==> src/rtl/mmio_master.sv <==
// mmio_master: single-outstanding MMIO bus initiator for the {BASE_HI,offset} register window.
// Latency: write response 1 cycle after command acceptance; read 2 cycles with a 1-cycle responder; timeout after 1+TIMEOUT cycles.
// Backpressure: cmd_ready is high only in IDLE; a response stays on rsp_* until rsp_ready, and nothing new is accepted meanwhile.
// Ports:
//   clk, rst (async active-low)
//   cmd_valid/cmd_ready/cmd_wr/cmd_offset/cmd_wdata   host command port
//   rsp_valid/rsp_ready/rsp_rdata/rsp_err             host response port
//   addr_out/data_out/wr_out/rd_out                   responder strobes and bus
//   rd_valid_in/data_in                               responder read return
//   busy                                              high outside IDLE
module mmio_master #(
  parameter logic [15:0] BASE_HI = 16'hBEEF,
  parameter int          TIMEOUT = 15
) (
  input  logic        clk,
  input  logic        rst,
  input  logic        cmd_valid,
  output logic        cmd_ready,
  input  logic        cmd_wr,
  input  logic [15:0] cmd_offset,
  input  logic [31:0] cmd_wdata,
  output logic        rsp_valid,
  input  logic        rsp_ready,
  output logic [31:0] rsp_rdata,
  output logic        rsp_err,
  output logic [31:0] addr_out,
  output logic [31:0] data_out,
  output logic        wr_out,
  output logic        rd_out,
  input  logic        rd_valid_in,
  input  logic [31:0] data_in,
  output logic        busy
);

  typedef enum logic [1:0] {S_IDLE, S_ISSUE, S_WAIT, S_RESP} state_t;

  // The counter equals TIMEOUT on the edge that fails the read, so the
  // decision is taken while it still holds TIMEOUT-1.
  localparam logic [7:0] TO_LAST = 8'(TIMEOUT - 1);

  state_t      r_state;
  state_t      w_next;
  logic        r_wr;
  logic [7:0]  r_cnt;
  logic [31:0] r_addr;
  logic [31:0] r_wdata;
  logic        r_wr_stb;
  logic        r_rd_stb;
  logic [31:0] r_rdata;
  logic        r_err;
  logic        w_accept;
  logic        w_timeout;

  assign w_accept  = cmd_valid && cmd_ready;
  assign w_timeout = (r_cnt == TO_LAST);

  // State register
  always_ff @(posedge clk or negedge rst) begin
    if (!rst) r_state <= S_IDLE;
    else      r_state <= w_next;
  end

  // Next-state logic
  always_comb begin
    w_next = r_state;
    case (r_state)
      S_IDLE:  if (w_accept) w_next = S_ISSUE;
      S_ISSUE: w_next = r_wr ? S_RESP : S_WAIT;
      // rd_valid_in wins over a timeout landing on the same edge
      S_WAIT:  if (rd_valid_in || w_timeout) w_next = S_RESP;
      S_RESP:  if (rsp_ready) w_next = S_IDLE;
      default: w_next = S_IDLE;
    endcase
  end

  // Outputs decoded from state; cmd_ready is gated so it only rises once reset releases
  always_comb begin
    cmd_ready = (r_state == S_IDLE) && rst;
    busy      = (r_state != S_IDLE);
    rsp_valid = (r_state == S_RESP);
  end

  // Datapath: command latch, strobes, WAIT counter and response capture
  always_ff @(posedge clk or negedge rst) begin
    if (!rst) begin
      r_wr     <= 1'b0;
      r_cnt    <= 8'd0;
      r_addr   <= 32'd0;
      r_wdata  <= 32'd0;
      r_wr_stb <= 1'b0;
      r_rd_stb <= 1'b0;
      r_rdata  <= 32'd0;
      r_err    <= 1'b0;
    end else begin
      case (r_state)
        S_IDLE: begin
          if (w_accept) begin
            r_wr     <= cmd_wr;
            r_addr   <= {BASE_HI, cmd_offset};
            r_wdata  <= cmd_wdata;
            r_wr_stb <= cmd_wr;
            r_rd_stb <= !cmd_wr;
          end
        end
        S_ISSUE: begin
          r_wr_stb <= 1'b0;
          r_rd_stb <= 1'b0;
          r_cnt    <= 8'd0;
          if (r_wr) begin
            r_rdata <= 32'd0;
            r_err   <= 1'b0;
          end
        end
        S_WAIT: begin
          if (rd_valid_in) begin
            r_rdata <= data_in;
            r_err   <= 1'b0;
          end else begin
            r_cnt <= r_cnt + 8'd1;
            if (w_timeout) begin
              r_rdata <= 32'd0;
              r_err   <= 1'b1;
            end
          end
        end
        default: ;
      endcase
    end
  end

  assign addr_out  = r_addr;
  assign data_out  = r_wdata;
  assign wr_out    = r_wr_stb;
  assign rd_out    = r_rd_stb;
  assign rsp_rdata = r_rdata;
  assign rsp_err   = r_err;

endmodule
==> config.mk <==
export PLATFORM = sky130hd
export DESIGN_NAME = mmio_master
export DESIGN_NICKNAME = d
export VERILOG_FILES = /design/src/rtl/mmio_master.sv
export SDC_FILE = /design/constraint.sdc
export NUM_CORES = 1
export LEC_CHECK = 0
export CAP_MARGIN = 20
export CORE_MARGIN = 8
export CORE_UTILIZATION = 42
export DETAILED_ROUTE_END_ITERATION = 8
export GPL_TIMING_DRIVEN = 0
export PLACE_DENSITY = 0.8
export SETUP_SLACK_MARGIN = 0.05
export SLEW_MARGIN = 20
export SYNTH_ARGS = -nofsm -noshare
export SYNTH_HDL_FRONTEND = slang
export SYNTH_SLANG_ARGS = --single-unit
==> constraint.sdc <==
create_clock -name clk -period 3.7 [get_ports clk]
set_clock_uncertainty 0.15 [all_clocks]
set_input_delay 0.74 -clock clk [delete_from_list [all_inputs] [get_ports clk]]
set_output_delay 0.74 -clock clk [all_outputs]
set_load 0.05 [all_outputs]
== After elaboration in Yosys (flattened, before gate mapping) ==
Index checks and enable logic that the tools add are counted.
W data, S select, Z words.

* Divide/modulo/power cells: 0
* Shift operators: 0
* Bitwise gates (word level): 0
* Multiply operators: 0
* Add/sub/neg operators: 1
* Equal/unequal tests: 10
* Mux-type cells: 19
* Order comparisons: 0
* Reduce and logical (&&, ||, !) cells: 13

{| class="wikitable"
|+ Operator list
! cell !! count
|-
| $mux W32 || 3
|-
| $pmux W32 S2 || 1
|-
| $pmux W8 S2 || 1
|-
| $add A8 B1 Y8 const B || 1
|-
| $eq A8 B4 Y1 const B || 1
|-
| $mux W8 || 1
|-
| $ne A2 B2 Y1 const B || 4
|-
| $pmux W2 S4 || 1
|-
| $mux W1 || 6
|-
| $mux W2 || 3
|-
| $pmux W1 S2 || 3
|-
| $reduce_and A2 Y1 || 3
|-
| $reduce_and A3 Y1 || 2
|-
| $reduce_bool A2 Y1 || 3
|-
| $eq A2 B2 Y1 const B || 2
|-
| $ne A3 B3 Y1 const B || 1
|-
| $eq A2 B1 Y1 const B || 1
|-
| $logic_and A1 B1 Y1 || 2
|-
| $logic_not A2 Y1 || 1
|-
| $ne A2 B1 Y1 const B || 1
|-
| $logic_not A1 Y1 || 1
|-
| $logic_or A1 B1 Y1 || 1
|}

* ROM bits: 0
* Bits in writable memories: 0
* Bits of input ports: 86
* Bits in registers: 95
* Memories: 0
* Bits in latches: 0

== Depth between registers and ports, before layout ==
* Depth in word-level cells: 5
* Gate-level depth with buffers: 8
* Mapped depth without buffers: 6

== Worst setup path after synthesis ==
No wires, ideal clock.

* Path type: reg2out
* From: reg r_state[0]
* To: out cmd_ready
* Slack: 1,638 ps
* Path buffers: 0
* Arrival: 1,172 ps
* Cell stages (with the launch flop): 4
* Required time: 2,810 ps
* Cell sequence: dfrtp_1 -> inv_1 -> ha_1 -> and2_1

* Longest elaborated chain between the ends: 2

{| class="wikitable"
|+ Ends and longest elaborated chain
! what !! RTL line !! text
|-
| from (decl) || 41 || <nowiki>state_t r_state;</nowiki>
|-
| from (signal assigned) || 60 || <nowiki>else r_state <= w_next;</nowiki>
|-
| $logic_not A2 Y1 || 78 || <nowiki>cmd_ready = (r_state == S_IDLE) && rst;</nowiki>
|-
| $logic_and A1 B1 Y1 || 78 ||
|-
| to (decl) || 18 || <nowiki>output logic cmd_ready,</nowiki>
|}

Every way passes these cells.

== Final worst setup path ==
Ends and elaborated chain as after synthesis.

==> results.toml <==
[cts]
cts_buffers = 9
tritoncts = "yes"
insertion_delay_ns = 0.35
clock_sinks = 95
root_buffer = "clkbuf_8"
clk_pin_slew_ns = 0.10
post_cts_buffers = 0
ctsHoldBuffers = 0
cts_resized = 0
cts-htree-levels = 3
cts_max_path_buffers = 2

[critical_path]
r2r_cells = 5
path_class = "reg -> out"
crit_required_ns = 2.81
endpoint = "cmd_ready"
setup.worst_path.end_class = "output port"
reg2reg_slack_ns = 1.37
r2r-end = "data_out[24]$_DFFE_PN0P_"
startpoint = "r_state[0]$_DFFE_PN0P_"
arrival_ns = 2.13
cp-start-kind = "flip-flop"
critPathMaxFanout = 6
worstReg2RegStart = "r_state[0]$_DFFE_PN0P_"

[cells_and_area]
diodes = 0
synthToLayoutAreaGrowth_pct = 52.45
nets = 597
final_area_sq_mm = 0.006546
seq_area_sq_mm = 0.002377
multi_input_area_sq_mm = 0.001669
fill_cells = 777
drive_above_1_share_pct = 24.17
final_core_util_pct = 64.57

[pwr]
p_sw_mw = 3.081
internal_power_mw = 3.451
pwr-share-seq_pct = 26.6
ir_worst_vdd_mv = 0.7004
power_frac_comb_pct = 62.7
p_per_area_mw_per_mm2 = 997.8
clockPowerShare_pct = 10.7
switching_share_pct = 47.17
leakagePower_nw = 2.995

[route]
wl_met1_microns = 4023
drtIter0Drc = 85
wl_met2_microns = 5864
route.met3.wl_microns = 1112
vias = 3125
ant_nets = 0
firstDrtPassIters = 4
vias_per_cell = 4.845
wl_microns = 11310
drc = 0
top_layer = "met4"
route.detailed.wl_per_inst_microns = 17.53

[sta]
setup-violations-final = 0
drv_slew = 0
rsz0062_at_grt = "no"
fmax_mhz = 330.8
period_minus_slack_ns = 3.023
hold_slack_ns = 0.1146
tightest_slew_ns = 0.5494
fin_ws_ns = 0.6769
period_share_pct = 81.70
relSlewSlack_pct = 63.38
finalHoldViolCount = 0

[synth]
synthTopCellsByCount = "dfrtp_1, mux2_2, and3_1, mux2_4, buf_4"
syn_area_sq_mm = 0.004294
post_synth_num_cell_types = 34
syn_area_per_cell_sq_um = 14.03
synth.area.top_cells = "dfrtp_1, mux2_2, mux2_4, and3_1, buf_4"
ys_seq_area_share_pct = 55.36
ys.flop_type = "dfrtp_1"
async_reset_ff_share_pct = 100.0
postSynthCellCount = 306
yosysTopAreaCellShare_pct = 55.36
yosysTopAreaCell = "dfrtp_1"
ys_seq_elements = 95
synth_edf_count = 0
synth_most_common_cell = "dfrtp_1"
yosys_warnings = 0

[global_route]
track_usage_pct = 17.10
grt_pass1_wl_microns = 18090
grt_max_degree = 64
grt-ovfl-total = 0
antenna_found_initial = 0
grt_pass1_vias = 3549

[place]
port_buffers = 184
dp_hpwl_microns = 8941
dpl-instance-area_sq_mm = 0.006342
place_congestion = 0.8050
pre_cts_ws_ns = 0.7646

[die]
coreArea_sq_mm = 0.01014
num_rows = 37
die-area_sq_mm = 0.01372
ios = 188
die_w_microns = 117.1
start_util_pct = 42.35
die_h_microns = 117.1

[flow_run]
cap_violations = 0

[worst_hold_path]
min_path_type = "in -> async"

[status]
status = "finished clean"
## final cells by class
| cell class | instances | area share (%) |
|---|---|---|
| buffer | 31 | 3.498 |
| clock buffer | 10 | 2.102 |
| clock inverter | 6 | 1.013 |
| inverter | 7 | 0.4014 |
| multi-input combinational | 175 | 25.50 |
| sequential | 95 | 36.31 |
| tap | 136 | 2.599 |
| timing repair buffer | 185 | 28.57 |
## cell families after synthesis
logic type,count (synthesis),share of synthesized area (%)
DFF,95,55.36
muxes,85,24.71
and+or+nand+nor,59,8.217
buffers and inverters,38,5.944
AOI/OAI and AO/OA,20,3.438
adders and majority gates,7,2.040
other,1,0.08733
xor gates and xnor gates,1,0.2040
## sequential cells by signal, summed over array words and instances (netlist names)
signal and cells:
rsp_err 1, rsp_rdata 32, wr_out 1, addr_out 17, data_out 32, r_cnt 8
r_wr 1, r_state 2, rd_out 1
## critical path, stage by stage (launching register included)
cell and delay (ns):
dfrtp_1 0.42, inv_1 0.14, ha_1 0.27, and2_1 0.15, clkdlybuf4s50_1 0.80
## power groups by stage
stage               clock [mW]  sequential, mW  combinational, mW
floorplan                    0            3.19               1.35
global placement             0            1.73               4.07
detailed placement           0            1.76               4.13
CTS                      0.722            1.74               4.14
global route             0.773            1.80               4.28
finish                   0.701            1.74               4.10
## worst min-delay path by stage
stage | slack [ns] | from | end
finish | 0.11 | rst | rsp_rdata[24]$_DFFE_PN0P_
global route | 0.11 | rst | rsp_rdata[24]$_DFFE_PN0P_
global placement | 0.32 | r_cnt[7]$_DFFE_PN0P_ | r_cnt[7]$_DFFE_PN0P_
detailed placement | 0.32 | r_cnt[7]$_DFFE_PN0P_ | r_cnt[7]$_DFFE_PN0P_
CTS | 0.11 | rst | rsp_rdata[24]$_DFFE_PN0P_
floorplan | 0.29 | rst | addr_out[0]$_DFFE_PN0P_
## cells in the final DEF, fill, tap and decap left out, types with 3 or more instances in the layout
master and instances:
clkdlybuf4s50_1 183, dfrtp_1 95, mux2_2 52, and3_1 33
mux2_4 29, buf_4 15, clkbuf_1 12, clkbuf_8 10
nand2_1 7, ha_1 7, inv_1 6, a21oi_1 5
o21ai_0 4, nand3_1 4, mux2i_1 4, buf_12 3
nand4_1 3, o31ai_1 3, nor2_1 3, conb_1 3
## stage by stage
| stage | total power [mW] | TNS (ns) | instances |
|---|---|---|---|
| after global placement | 5.800 | -358.68 | 628 |
| after CTS | 6.607 | 0 | 645 |
| final | 6.532 | 0 | 645 |
| after global routing | 6.850 | 0 | 645 |
| after detailed placement | 5.885 | 0 | 629 |
| after floorplan | 4.543 | 0 | 308 |
## layer usage
metal	global-route usage, %	vias up
met5	0	-
met4	6.399	0
met3	8.004	19
met2	30.26	105
met1	17.20	1541
li1	-	1460
Note: power is estimated with default switching activity, not from simulation.
